**config.mk**
```make
export PLATFORM = sky130hd
export DESIGN_NAME = pipe_hazard_ctrl_flat
export DESIGN_NICKNAME = d
export VERILOG_FILES = /design/src/rtl/pipe_hazard_ctrl_if.sv /design/src/rtl/pipe_hazard_ctrl.sv /design/src/flat_wrapper.sv
export SDC_FILE = /design/constraint.sdc
export NUM_CORES = 1
export LEC_CHECK = 0
export CORE_MARGIN = 8
export CORE_UTILIZATION = 47
export DETAILED_ROUTE_END_ITERATION = 10
export PLACE_DENSITY_LB_ADDON = 0.05
export SYNTH_ARGS = -nofsm -noshare
export SYNTH_HDL_FRONTEND = slang
export SYNTH_SLANG_ARGS = --single-unit
```
**constraint.sdc**
```tcl
create_clock -name clk -period 3 [get_ports clk]
set_input_delay 0.6 -clock clk [delete_from_list [all_inputs] [get_ports clk]]
set_output_delay 0.6 -clock clk [all_outputs]
set_load 0.05 [all_outputs]
```
**src/rtl/pipe_hazard_ctrl_if.sv**
```systemverilog
// Decode/EXE/memory-response signal bundle for pipe_hazard_ctrl.
// The controller connects through the slave modport. The pipeline side
// connects through the master modport.
// Optional macro PIPE_HAZARD_CTRL_PERF_EN adds the perf_stall_cnt_o
// stall-cycle counter output to the bundle.
interface pipe_hazard_ctrl_if #(
  parameter int CNT_W = 2
);
  logic             dec_valid_i;
  logic             dec_rs1_v_i;
  logic [4:0]       dec_rs1_adr_i;
  logic             dec_rs2_v_i;
  logic [4:0]       dec_rs2_adr_i;
  logic             dec_is_load_i;
  logic [4:0]       dec_rd_adr_i;
  logic             mem_rsp_v_i;
  logic             exe_branch_taken_i;
  logic             exe_exception_i;
  logic             trap_done_i;
  logic             stall_o;
  logic             issue_o;
  logic             flush_v_o;
  logic [1:0]       state_o;
  logic [CNT_W-1:0] pending_cnt_o;
`ifdef PIPE_HAZARD_CTRL_PERF_EN
  logic [31:0]      perf_stall_cnt_o;
`endif

  modport master (
    output dec_valid_i, dec_rs1_v_i, dec_rs1_adr_i, dec_rs2_v_i, dec_rs2_adr_i,
           dec_is_load_i, dec_rd_adr_i, mem_rsp_v_i, exe_branch_taken_i,
           exe_exception_i, trap_done_i,
    input  stall_o, issue_o, flush_v_o, state_o, pending_cnt_o
`ifdef PIPE_HAZARD_CTRL_PERF_EN
    , input perf_stall_cnt_o
`endif
  );

  modport slave (
    input  dec_valid_i, dec_rs1_v_i, dec_rs1_adr_i, dec_rs2_v_i, dec_rs2_adr_i,
           dec_is_load_i, dec_rd_adr_i, mem_rsp_v_i, exe_branch_taken_i,
           exe_exception_i, trap_done_i,
    output stall_o, issue_o, flush_v_o, state_o, pending_cnt_o
`ifdef PIPE_HAZARD_CTRL_PERF_EN
    , output perf_stall_cnt_o
`endif
  );
endinterface

```
**src/rtl/pipe_hazard_ctrl.sv**
```systemverilog
// Decode-stage sequencing controller.
// An in-order scoreboard FIFO holds the destinations of outstanding loads.
// A load-use hazard or a full load queue stalls ifetch/decode.
// A taken branch or an exception in EXE starts a fixed-length flush. An
// exception is then followed by a wait for the trap unit's redirect.
// Optional macro PIPE_HAZARD_CTRL_PERF_EN adds a saturating stall-cycle counter.
module pipe_hazard_ctrl #(
  parameter int MAX_LOADS    = 2,
  parameter int FLUSH_CYCLES = 2,
  parameter int CNT_W        = $clog2(MAX_LOADS + 1)
) (
  input logic               clk,
  input logic               reset_n,
  pipe_hazard_ctrl_if.slave bus
);

  localparam logic [1:0] ST_RUN   = 2'd0;
  localparam logic [1:0] ST_FLUSH = 2'd1;
  localparam logic [1:0] ST_TRAP  = 2'd2;

  localparam int PTR_W = (MAX_LOADS > 1) ? $clog2(MAX_LOADS) : 1;
  localparam int FC_W  = $clog2(FLUSH_CYCLES + 1);

  localparam logic [PTR_W-1:0] LAST_PTR   = PTR_W'(MAX_LOADS - 1);
  localparam logic [CNT_W-1:0] FULL_CNT   = CNT_W'(MAX_LOADS);
  localparam logic [FC_W-1:0]  FLUSH_LOAD = FC_W'(FLUSH_CYCLES);
  localparam logic [FC_W-1:0]  FLUSH_LAST = FC_W'(1);

  logic [1:0]           state;
  logic [FC_W-1:0]      flush_cnt;
  logic                 trap_flag;

  logic [4:0]           rd_mem [MAX_LOADS];
  logic [MAX_LOADS-1:0] slot_v;
  logic [PTR_W-1:0]     rd_ptr;
  logic [PTR_W-1:0]     wr_ptr;
  logic [CNT_W-1:0]     count;

  logic                 run;
  logic                 full;
  logic                 pop;
  logic                 push;
  logic                 redirect;
  logic                 use_hazard;
  logic                 full_hazard;
  logic                 hazard;
  logic                 issue;
  logic                 stall;

  // Queue status and the redirect request as seen from the RUN state
  always_comb begin
    run      = (state == ST_RUN);
    full     = (count == FULL_CNT);
    pop      = bus.mem_rsp_v_i & (count != '0);
    redirect = run & (bus.exe_branch_taken_i | bus.exe_exception_i);
  end

  // Hazard detection: compare sources against live entries; the entry retiring this cycle is forwarded by the RF
  always_comb begin
    use_hazard = 1'b0;
    for (int i = 0; i < MAX_LOADS; i++) begin
      if (slot_v[i] && !(pop && (rd_ptr == PTR_W'(i)))) begin
        if (bus.dec_rs1_v_i && (bus.dec_rs1_adr_i != 5'd0) &&
            (bus.dec_rs1_adr_i == rd_mem[i])) begin
          use_hazard = 1'b1;
        end
        if (bus.dec_rs2_v_i && (bus.dec_rs2_adr_i != 5'd0) &&
            (bus.dec_rs2_adr_i == rd_mem[i])) begin
          use_hazard = 1'b1;
        end
      end
    end
    full_hazard = bus.dec_is_load_i & full & ~bus.mem_rsp_v_i;
    hazard      = use_hazard | full_hazard;
  end

  // Issue/stall decisions; forced low while reset is held so outputs clear asynchronously
  always_comb begin
    issue = reset_n & bus.dec_valid_i & run & ~hazard &
            ~bus.exe_branch_taken_i & ~bus.exe_exception_i;
    stall = reset_n & bus.dec_valid_i & run & hazard;
    push  = issue & bus.dec_is_load_i & (bus.dec_rd_adr_i != 5'd0);
  end

  // Scoreboard control: pointers, per-slot valid bits and occupancy count
  always_ff @(posedge clk or negedge reset_n) begin
    if (!reset_n) begin
      rd_ptr <= '0;
      wr_ptr <= '0;
      count  <= '0;
      slot_v <= '0;
    end else begin
      if (pop) begin
        slot_v[rd_ptr] <= 1'b0;
        rd_ptr         <= (rd_ptr == LAST_PTR) ? '0 : rd_ptr + 1'b1;
      end
      if (push) begin
        slot_v[wr_ptr] <= 1'b1;
        wr_ptr         <= (wr_ptr == LAST_PTR) ? '0 : wr_ptr + 1'b1;
      end
      if (push && !pop) begin
        count <= count + 1'b1;
      end else if (pop && !push) begin
        count <= count - 1'b1;
      end
    end
  end

  // Scoreboard data: destination registers, only read while the slot is valid
  always_ff @(posedge clk) begin
    if (push) begin
      rd_mem[wr_ptr] <= bus.dec_rd_adr_i;
    end
  end

  // Redirect sequencer: RUN -> FLUSH for a fixed count -> RUN, or TRAP until the trap unit is done
  always_ff @(posedge clk or negedge reset_n) begin
    if (!reset_n) begin
      state     <= ST_RUN;
      flush_cnt <= '0;
      trap_flag <= 1'b0;
    end else begin
      case (state)
        ST_RUN: begin
          if (redirect) begin
            state     <= ST_FLUSH;
            flush_cnt <= FLUSH_LOAD;
            trap_flag <= bus.exe_exception_i;
          end
        end
        ST_FLUSH: begin
          flush_cnt <= flush_cnt - 1'b1;
          if (flush_cnt == FLUSH_LAST) begin
            state <= trap_flag ? ST_TRAP : ST_RUN;
          end
        end
        ST_TRAP: begin
          if (bus.trap_done_i) begin
            state     <= ST_RUN;
            trap_flag <= 1'b0;
          end
        end
        default: begin
          state     <= ST_RUN;
          flush_cnt <= '0;
          trap_flag <= 1'b0;
        end
      endcase
    end
  end

  // Output mapping; flush_v comes straight from the state register
  always_comb begin
    bus.stall_o       = stall;
    bus.issue_o       = issue;
    bus.flush_v_o     = (state == ST_FLUSH);
    bus.state_o       = state;
    bus.pending_cnt_o = count;
  end

`ifdef PIPE_HAZARD_CTRL_PERF_EN
  logic [31:0] perf_cnt;

  // Stall-cycle counter, holds at all-ones instead of wrapping
  always_ff @(posedge clk or negedge reset_n) begin
    if (!reset_n) begin
      perf_cnt <= '0;
    end else if (stall && (perf_cnt != 32'hFFFF_FFFF)) begin
      perf_cnt <= perf_cnt + 32'd1;
    end
  end

  assign bus.perf_stall_cnt_o = perf_cnt;
`else
  // Default build carries no performance counter.
`endif

endmodule

```
**src/flat_wrapper.sv**
```systemverilog
// flat-port wrapper written by rule: the top's interface ports become plain ports
module pipe_hazard_ctrl_flat 
#(
  parameter int MAX_LOADS    = 2,
  parameter int FLUSH_CYCLES = 2,
  parameter int CNT_W        = $clog2(MAX_LOADS + 1)
)
  (clk, reset_n, bus_dec_valid_i, bus_dec_rs1_v_i, bus_dec_rs1_adr_i, bus_dec_rs2_v_i, bus_dec_rs2_adr_i, bus_dec_is_load_i, bus_dec_rd_adr_i, bus_mem_rsp_v_i, bus_exe_branch_taken_i, bus_exe_exception_i, bus_trap_done_i, bus_stall_o, bus_issue_o, bus_flush_v_o, bus_state_o, bus_pending_cnt_o);
  pipe_hazard_ctrl_if #(.CNT_W(CNT_W)) bus_i ();
  input logic clk;
  input logic reset_n;
  input wire logic [$bits(bus_i.dec_valid_i)-1:0] bus_dec_valid_i;
  input wire logic [$bits(bus_i.dec_rs1_v_i)-1:0] bus_dec_rs1_v_i;
  input wire logic [$bits(bus_i.dec_rs1_adr_i)-1:0] bus_dec_rs1_adr_i;
  input wire logic [$bits(bus_i.dec_rs2_v_i)-1:0] bus_dec_rs2_v_i;
  input wire logic [$bits(bus_i.dec_rs2_adr_i)-1:0] bus_dec_rs2_adr_i;
  input wire logic [$bits(bus_i.dec_is_load_i)-1:0] bus_dec_is_load_i;
  input wire logic [$bits(bus_i.dec_rd_adr_i)-1:0] bus_dec_rd_adr_i;
  input wire logic [$bits(bus_i.mem_rsp_v_i)-1:0] bus_mem_rsp_v_i;
  input wire logic [$bits(bus_i.exe_branch_taken_i)-1:0] bus_exe_branch_taken_i;
  input wire logic [$bits(bus_i.exe_exception_i)-1:0] bus_exe_exception_i;
  input wire logic [$bits(bus_i.trap_done_i)-1:0] bus_trap_done_i;
  output wire logic [$bits(bus_i.stall_o)-1:0] bus_stall_o;
  output wire logic [$bits(bus_i.issue_o)-1:0] bus_issue_o;
  output wire logic [$bits(bus_i.flush_v_o)-1:0] bus_flush_v_o;
  output wire logic [$bits(bus_i.state_o)-1:0] bus_state_o;
  output wire logic [$bits(bus_i.pending_cnt_o)-1:0] bus_pending_cnt_o;
  assign bus_i.dec_valid_i = bus_dec_valid_i;
  assign bus_i.dec_rs1_v_i = bus_dec_rs1_v_i;
  assign bus_i.dec_rs1_adr_i = bus_dec_rs1_adr_i;
  assign bus_i.dec_rs2_v_i = bus_dec_rs2_v_i;
  assign bus_i.dec_rs2_adr_i = bus_dec_rs2_adr_i;
  assign bus_i.dec_is_load_i = bus_dec_is_load_i;
  assign bus_i.dec_rd_adr_i = bus_dec_rd_adr_i;
  assign bus_i.mem_rsp_v_i = bus_mem_rsp_v_i;
  assign bus_i.exe_branch_taken_i = bus_exe_branch_taken_i;
  assign bus_i.exe_exception_i = bus_exe_exception_i;
  assign bus_i.trap_done_i = bus_trap_done_i;
  assign bus_stall_o = bus_i.stall_o;
  assign bus_issue_o = bus_i.issue_o;
  assign bus_flush_v_o = bus_i.flush_v_o;
  assign bus_state_o = bus_i.state_o;
  assign bus_pending_cnt_o = bus_i.pending_cnt_o;
  pipe_hazard_ctrl #(.MAX_LOADS(MAX_LOADS), .FLUSH_CYCLES(FLUSH_CYCLES), .CNT_W(CNT_W)) u_core (.clk(clk), .reset_n(reset_n), .bus(bus_i));
endmodule
```
==> impl_metrics.toml, run 1 <==
[drt]
drt-initial-drc-count = 26
route.detailed.drc = 0
wirelength_mm = 2.68
routed-via-count = 967
ant_nets = 0
avgViaCountPerCell = 5.17
wl_per_cell_um = 14.3
drt_pass1_iterations = 4

[synth]
postSynthAreaPerCell_um2 = 10.9
synth-edff-count = 10
synth.area.top_cells = "sky130_fd_sc_hd__edfxtp_1 25%, sky130_fd_sc_hd__dfrtp_1 23%, sky130_fd_sc_hd__xnor2_1 13%"
synth_simple_gate_area_share_pct = 20.0
yosysSeqAreaShare_pct = 48.6
synth_top_flop_cell = "sky130_fd_sc_hd__dfrtp_1"
synth_top_cell_area_share_pct = 25.3
synth_largest_area_cell = "sky130_fd_sc_hd__edfxtp_1"
mappedNetlistNets = 136
muxShareOfSynthArea_pct = 0
synth-adder-area-share_pct = 2.11
synth.most_common_cell = "sky130_fd_sc_hd__xnor2_1"
postSynthCellCount = 109
syn-cell-area_um2 = 1180
synth_warnings = 0
synth_compound_area_share_pct = 8.66
synth.lib_cells_used.distinct = 34
postSynthRegisterBits = 21
synth_top_family_by_area = "simple AND/OR/NAND/NOR gates"
synth_async_sr_flop_share_pct = 52.4
yosys.area_share.xor_xnor_pct = 18.5
synth_common_cells = "18 x sky130_fd_sc_hd__xnor2_1, 11 x sky130_fd_sc_hd__dfrtp_1, 10 x sky130_fd_sc_hd__edfxtp_1, 10 x sky130_fd_sc_hd__nor2_1"

[global_route]
grt_first_pass_wirelength_mm = 4.64
grt_usage_pct = 13.4
vias_in_the_first_global_route = 1040
global_route.overflow_total = 0
grt_antenna_before_repair = 0
maximum_number_of_pins_on_one_net_before_global_route_repair = 14

[sta]
final.setup_skew_ns = 0.00235
hold_viol_final = 0
finalCritPeriodShare_pct = 99.5
finalMaxSlewViolations = 0
totalNegativeSetupSlack_ns = 0
fin_ws_ns = 0.0153
timing.slew.headroom_pct = 66.4
period_needed_ns = 2.98
worst_slew_pin_slew_ns = 0.502
final.hold.worst_slack_ns = 0.525
timing.final.setup_violations = 0
rsz_0062_raised_after_global_routing = "yes"
fmax_ghz = 0.335

[cts]
cts-buffers-inserted = 3
longest_clk_path_bufs = 2
root_buffer = "sky130_fd_sc_hd__clkbuf_4"
clock_tree_from_tritoncts = "yes"
cts.sink_count = 21
ctsHtreeMaxLevel = 1
path_clk_slew_ns = 0.11
insertion_delay_to_the_later_sink_of_the_worst_skew_pair_ns = 0.31

[layout]
fin_nets = 185
nFillCells = 184
layout-drive-gt1-share_pct = 21.7
antennaDiodeCount = 0
area_delta_synth_final_pct = 43.9
layoutNonFillerInstCount = 187

[worst_setup_path]
crit_path_max_fanout = 4
cp_data_required_time_ns = 2.40
nature_of_the_critical_path_endpoint = "output pin"
criticalPathCategory = "in2out"
worstSetupStartpointType = "primary input"
timing.critical_path.from = "bus_dec_rs2_adr_i[4]"
worst_r2r_startpoint = "u_core.bus.pending_cnt_o[0]$_DFFE_PN0P_"
worst_ep_arrival_time_ns = 2.38

[min_path]
hold_class = "reg2reg"
timing.hold.worst.start = "u_core.wr_ptr$_DFFE_PN0N_"

[status]
outcome = "completed"

[placement]
placed_cells = 180
placement.io_buffers = 31
dp_slack_ns = -0.340
detailedPlacementHpwl_mm = 2.22
finalWeightedCongestion = 0.873

[floorplanning]
fp.dieW_um = 66.2
rows = 18
coreArea_um2 = 2430
top_level_ports = 32
initial_utilization_pct = 48.7
chipHeight_um = 66.2
fp.dieArea_um2 = 4380

[power]
power.leakage_nw = 0.690
post-layout-total-power_w = 0.00102
power.density_nw_per_um2 = 598
vdd.ir_drop.worst_mv = 0.553

[run]
drv.max_cap_violation_count = 0
## logic make-up (layout without fill, tap and decap cells)
group,Yosys count,count (layout)
simple gates,41,41
flops,21,21
xor+xnor,25,25
fa+ha+maj,2,2
compound gates,14,14
buf+inv,6,54
## worst max-delay path, cell delays in order
cell	delay (ns)
sky130_fd_sc_hd__buf_6	0.09
sky130_fd_sc_hd__or4_4	0.51
sky130_fd_sc_hd__o21a_1	0.20
sky130_fd_sc_hd__nor4b_4	0.13
sky130_fd_sc_hd__a311oi_2	0.34
sky130_fd_sc_hd__and2_4	0.21
sky130_fd_sc_hd__nor2b_4	0.15
sky130_fd_sc_hd__buf_12	0.14
## timing repair
action / in CTS / in global routing
setup endpoints to repair: 2 / 2
cloned: 0 / 0
setup buffers: 0 / 3
hold buffers: 0 / 0
pin swaps: 8 / 5
resized for setup: 17 / 9
## cells in the final DEF (no fill, tap or decap), drive strengths merged, types with 3 or more instances in the layout
cell type      netlist  layout
inv                  4       4
nand2                5       5
xnor2               18      18
nor2b                3       3
xor2                 7       7
buf                  1      19
o21ai                5       5
or4                  3       3
dlygate4sd2          0       3
clkdlybuf4s50        0      21
clkbuf               1       4
nor2                10      10
dfrtp               11      11
nand3                7       7
edfxtp              10      10
## power breakdown
part,internal [W],leakage [nW],switching [W]
Sequential,0.000365,0.223,0.0000708
Combinational,0.000198,0.453,0.000248
Clock,0.0000509,0.0139,0.0000876
Total,0.000614,0.690,0.000407
## metrics by stage
step / utilization (%) / cell area [um^2]
finish: 70.1 / 1710
detailed placement: 66.7 / 1620
global placement: 66.7 / 1620
global route: 70.1 / 1710
CTS: 68.1 / 1660
floorplan: - / 1190
## flip-flops by register name, summed over array words and instances, names as in the netlist
name / count
u_core.flush_cnt: 2
u_core.wr_ptr: 1
u_core.trap_flag: 1
u_core.bus.state_o: 2
u_core.slot_v: 2
u_core.bus.pending_cnt_o: 2
u_core.rd_mem: 10
u_core.rd_ptr: 1
## final timing paths
| kind | to | slack (ns) | cells past startpoint |
|---|---|---|---|
| max reg2reg | u_core.bus.pending_cnt_o[1]$_DFFE_PN0P_ | 0.72 | 9 |
| min in group asynchronous | u_core.bus.pending_cnt_o[1]$_DFFE_PN0P_ | 0.67 | 2 |
| max | bus_issue_o | 0.02 | 8 |
| min | u_core.slot_v[1]$_DFF_PN0_ | 0.53 | 1 |
| max in group asynchronous | u_core.bus.state_o[1]$_DFFE_PN0P_ | 2.18 | 2 |
| min reg2reg | u_core.slot_v[1]$_DFF_PN0_ | 0.53 | 1 |
## layout make-up
class	instances	area (um^2)	share of cell area (%)
clock buffers	3	22.5	1.32
clock inverters	1	7.51	0.440
inverters	4	15.0	0.880
multi-input cells	82	623	36.5
flip-flops and latches	21	576	33.7
well taps	30	37.5	2.20
repair buffers	46	424	24.9
## layer usage
layer	wire, um	up-vias	part of all wire (%)	GRT usage (%)
li1	-	484	-	-
met1	1120	453	42	15.2
met2	1340	23	50	22.2
met3	161	7	6.0	4.58
met4	48	0	1.8	5.60
met5	0	-	0	0
Note: power is estimated with default switching activity, not from simulation.
==> run 2: changes to the inputs <==
--- a/config.mk
+++ b/config.mk
@@ -6,7 +6,7 @@
 export NUM_CORES = 1
 export LEC_CHECK = 0
 export CORE_MARGIN = 8
-export CORE_UTILIZATION = 47
+export CORE_UTILIZATION = 45
 export DETAILED_ROUTE_END_ITERATION = 10
 export PLACE_DENSITY_LB_ADDON = 0.05
 export SYNTH_ARGS = -nofsm -noshare
==> run 2 against run 1 <==
Compared with the run above:
- wire length up 8.8%
- count of clock-buffer cells in the layout up 1
- first-iteration DRC count down 15%
- combinational power up 4%
- setup slack better by 0.048 ns
- sequential power about the same
- critical endpoint unchanged
- highest routed layer unchanged
==> impl_metrics.toml, run 2 (same netlist as run 1, synthesis figures left out) <==
[cts]
path_clk_slew_ns = 0.12
cts_hold_repair.buffers = 0
longest_clk_path_bufs = 2
ctsHtreeMaxLevel = 1
clock_tree_from_tritoncts = "yes"
root_buffer = "sky130_fd_sc_hd__clkbuf_4"
insertion_delay_to_the_later_sink_of_the_worst_skew_pair_ns = 0.30
cts-buffers-inserted = 3
cts.sink_count = 21

[layout]
mostFrequentLayoutCell = "sky130_fd_sc_hd__clkdlybuf4s50_1"
layout.cells.most_common_list = "21 x sky130_fd_sc_hd__clkdlybuf4s50_1, 17 x sky130_fd_sc_hd__xnor2_1, 16 x sky130_fd_sc_hd__buf_4"
layout-drive-gt1-share_pct = 24.1
finalCoreUtilization_pct = 70.3
nFillCells = 196
area_delta_synth_final_pct = 47.0
regMostFlops = "u_core.rd_mem"
antennaDiodeCount = 0
fin_nets = 186
largest_register_ff_count = 10
layoutNonFillerInstCount = 188

[global_route]
global_route.overflow_total = 0
grt_first_pass_wirelength_mm = 5.13
grt_antenna_before_repair = 0
grt_usage_pct = 14.4
vias_in_the_first_global_route = 1115
maximum_number_of_pins_on_one_net_before_global_route_repair = 13

[floorplanning]
coreArea_um2 = 2480
fp.dieW_um = 67.3
fp.dieArea_um2 = 4530
rows = 18
initial_utilization_pct = 47.8
top_level_ports = 32
chipHeight_um = 67.3

[worst_setup_path]
crit_family = "simple AND/OR/NAND/NOR gates"
critical-path-slowest-cell = "sky130_fd_sc_hd__or4_4"
crit_path_max_fanout = 2
cp_cell_instances = "clkbuf_2, or4_4, o21a_1, nor4b_4, a311oi_4, and2_4, nor2b_4, buf_12"
nature_of_the_critical_path_endpoint = "output pin"
criticalPathCategory = "in2out"
worstSetupStartpointType = "primary input"
worst_ep_arrival_time_ns = 2.34
cp_data_required_time_ns = 2.40
worst_stage_delay_on_the_critical_path_ns = 0.51
cp.buffers_inverters = 2

[sta]
totalNegativeSetupSlack_ns = 0
fmax_ghz = 0.341
final.hold.worst_slack_ns = 0.532
finalMaxSlewViolations = 0
hold_viol_final = 0
timing.slew.headroom_pct = 66.2
fin_ws_ns = 0.0637
finalCritPeriodShare_pct = 97.9
final.setup_skew_ns = 0.00787
worst_slew_pin_slew_ns = 0.505
timing.final.setup_violations = 0
period_needed_ns = 2.94

[power]
power.density_nw_per_um2 = 594
vdd.ir_drop.worst_mv = 0.591
power.leakage_nw = 0.712

[run]
drv.max_cap_violation_count = 0

[placement]
finalWeightedCongestion = 0.860
detailedPlacementHpwl_mm = 2.39
dp_slack_ns = -0.359
placement.io_buffers = 31
placed_cells = 181

[drt]
route.detailed.drc = 0
drt-initial-drc-count = 22
wirelength_mm = 2.91
drt_pass1_iterations = 4
avgViaCountPerCell = 5.32
ant_nets = 0
wl_per_cell_um = 15.5
routed-via-count = 1000

[status]
outcome = "completed"

[min_path]
hold_class = "reg2reg"
[run 2: final cells by class]
class                      instances  area (um^2)  share of cell area [%]
sequential                        21          576                    33.0
tap                               30         37.5                    2.16
inverter                           4         15.0                   0.862
clock buffer                       4         26.3                    1.51
timing repair buffer              47          429                    24.6
multi-input combinational         82          658                    37.8
[run 2: report_power, final]
part / switching [W] / internal (W) / total (W)
clock network: 0.0000805 / 0.0000517 / 0.000132
registers: 0.0000741 / 0.000365 / 0.000439
logic: 0.000259 / 0.000204 / 0.000463
total: 0.000413 / 0.000621 / 0.00103
[run 2: metrics by stage]
step                instance area [um^2]  power, W
floorplan                           1190  0.000710
global placement                    1630  0.000865
detailed placement                  1630  0.000890
CTS                                 1720   0.00103
global route                        1740   0.00110
finish                              1740   0.00103
[run 2: per-layer routing]
metal	global-route usage [%]	wire, um	vias up
met3	3.97	151	6
met1	17.7	1250	478
met4	4.96	31	0
li1	-	-	487
met5	0	0	-
met2	23.8	1480	29
[run 2: what timing repair did]
item / CTS / global route
pin swaps: 8 / 6
setup buffers: 2 / 1
endpoints found under the setup margin: 2 / 2
gates resized for setup: 18 / 12
cloned: 0 / 0
[run 2: worst paths after layout]
kind / from / endpoint / slack [ns] / cells past startpoint
worst max-delay path: bus_dec_rs2_adr_i[0] / bus_issue_o / 0.06 / 8
worst max register to register: u_core.bus.pending_cnt_o[0]$_DFFE_PN0P_ / u_core.bus.pending_cnt_o[1]$_DFFE_PN0P_ / 0.61 / 11
worst min-delay path: u_core.bus.pending_cnt_o[1]$_DFFE_PN0P_ / u_core.bus.pending_cnt_o[1]$_DFFE_PN0P_ / 0.53 / 1
worst min register to register: u_core.bus.pending_cnt_o[1]$_DFFE_PN0P_ / u_core.bus.pending_cnt_o[1]$_DFFE_PN0P_ / 0.53 / 1
min in group asynchronous: reset_n / u_core.slot_v[0]$_DFF_PN0_ / 0.67 / 2
max in group asynchronous: reset_n / u_core.bus.state_o[0]$_DFFE_PN0P_ / 2.16 / 2
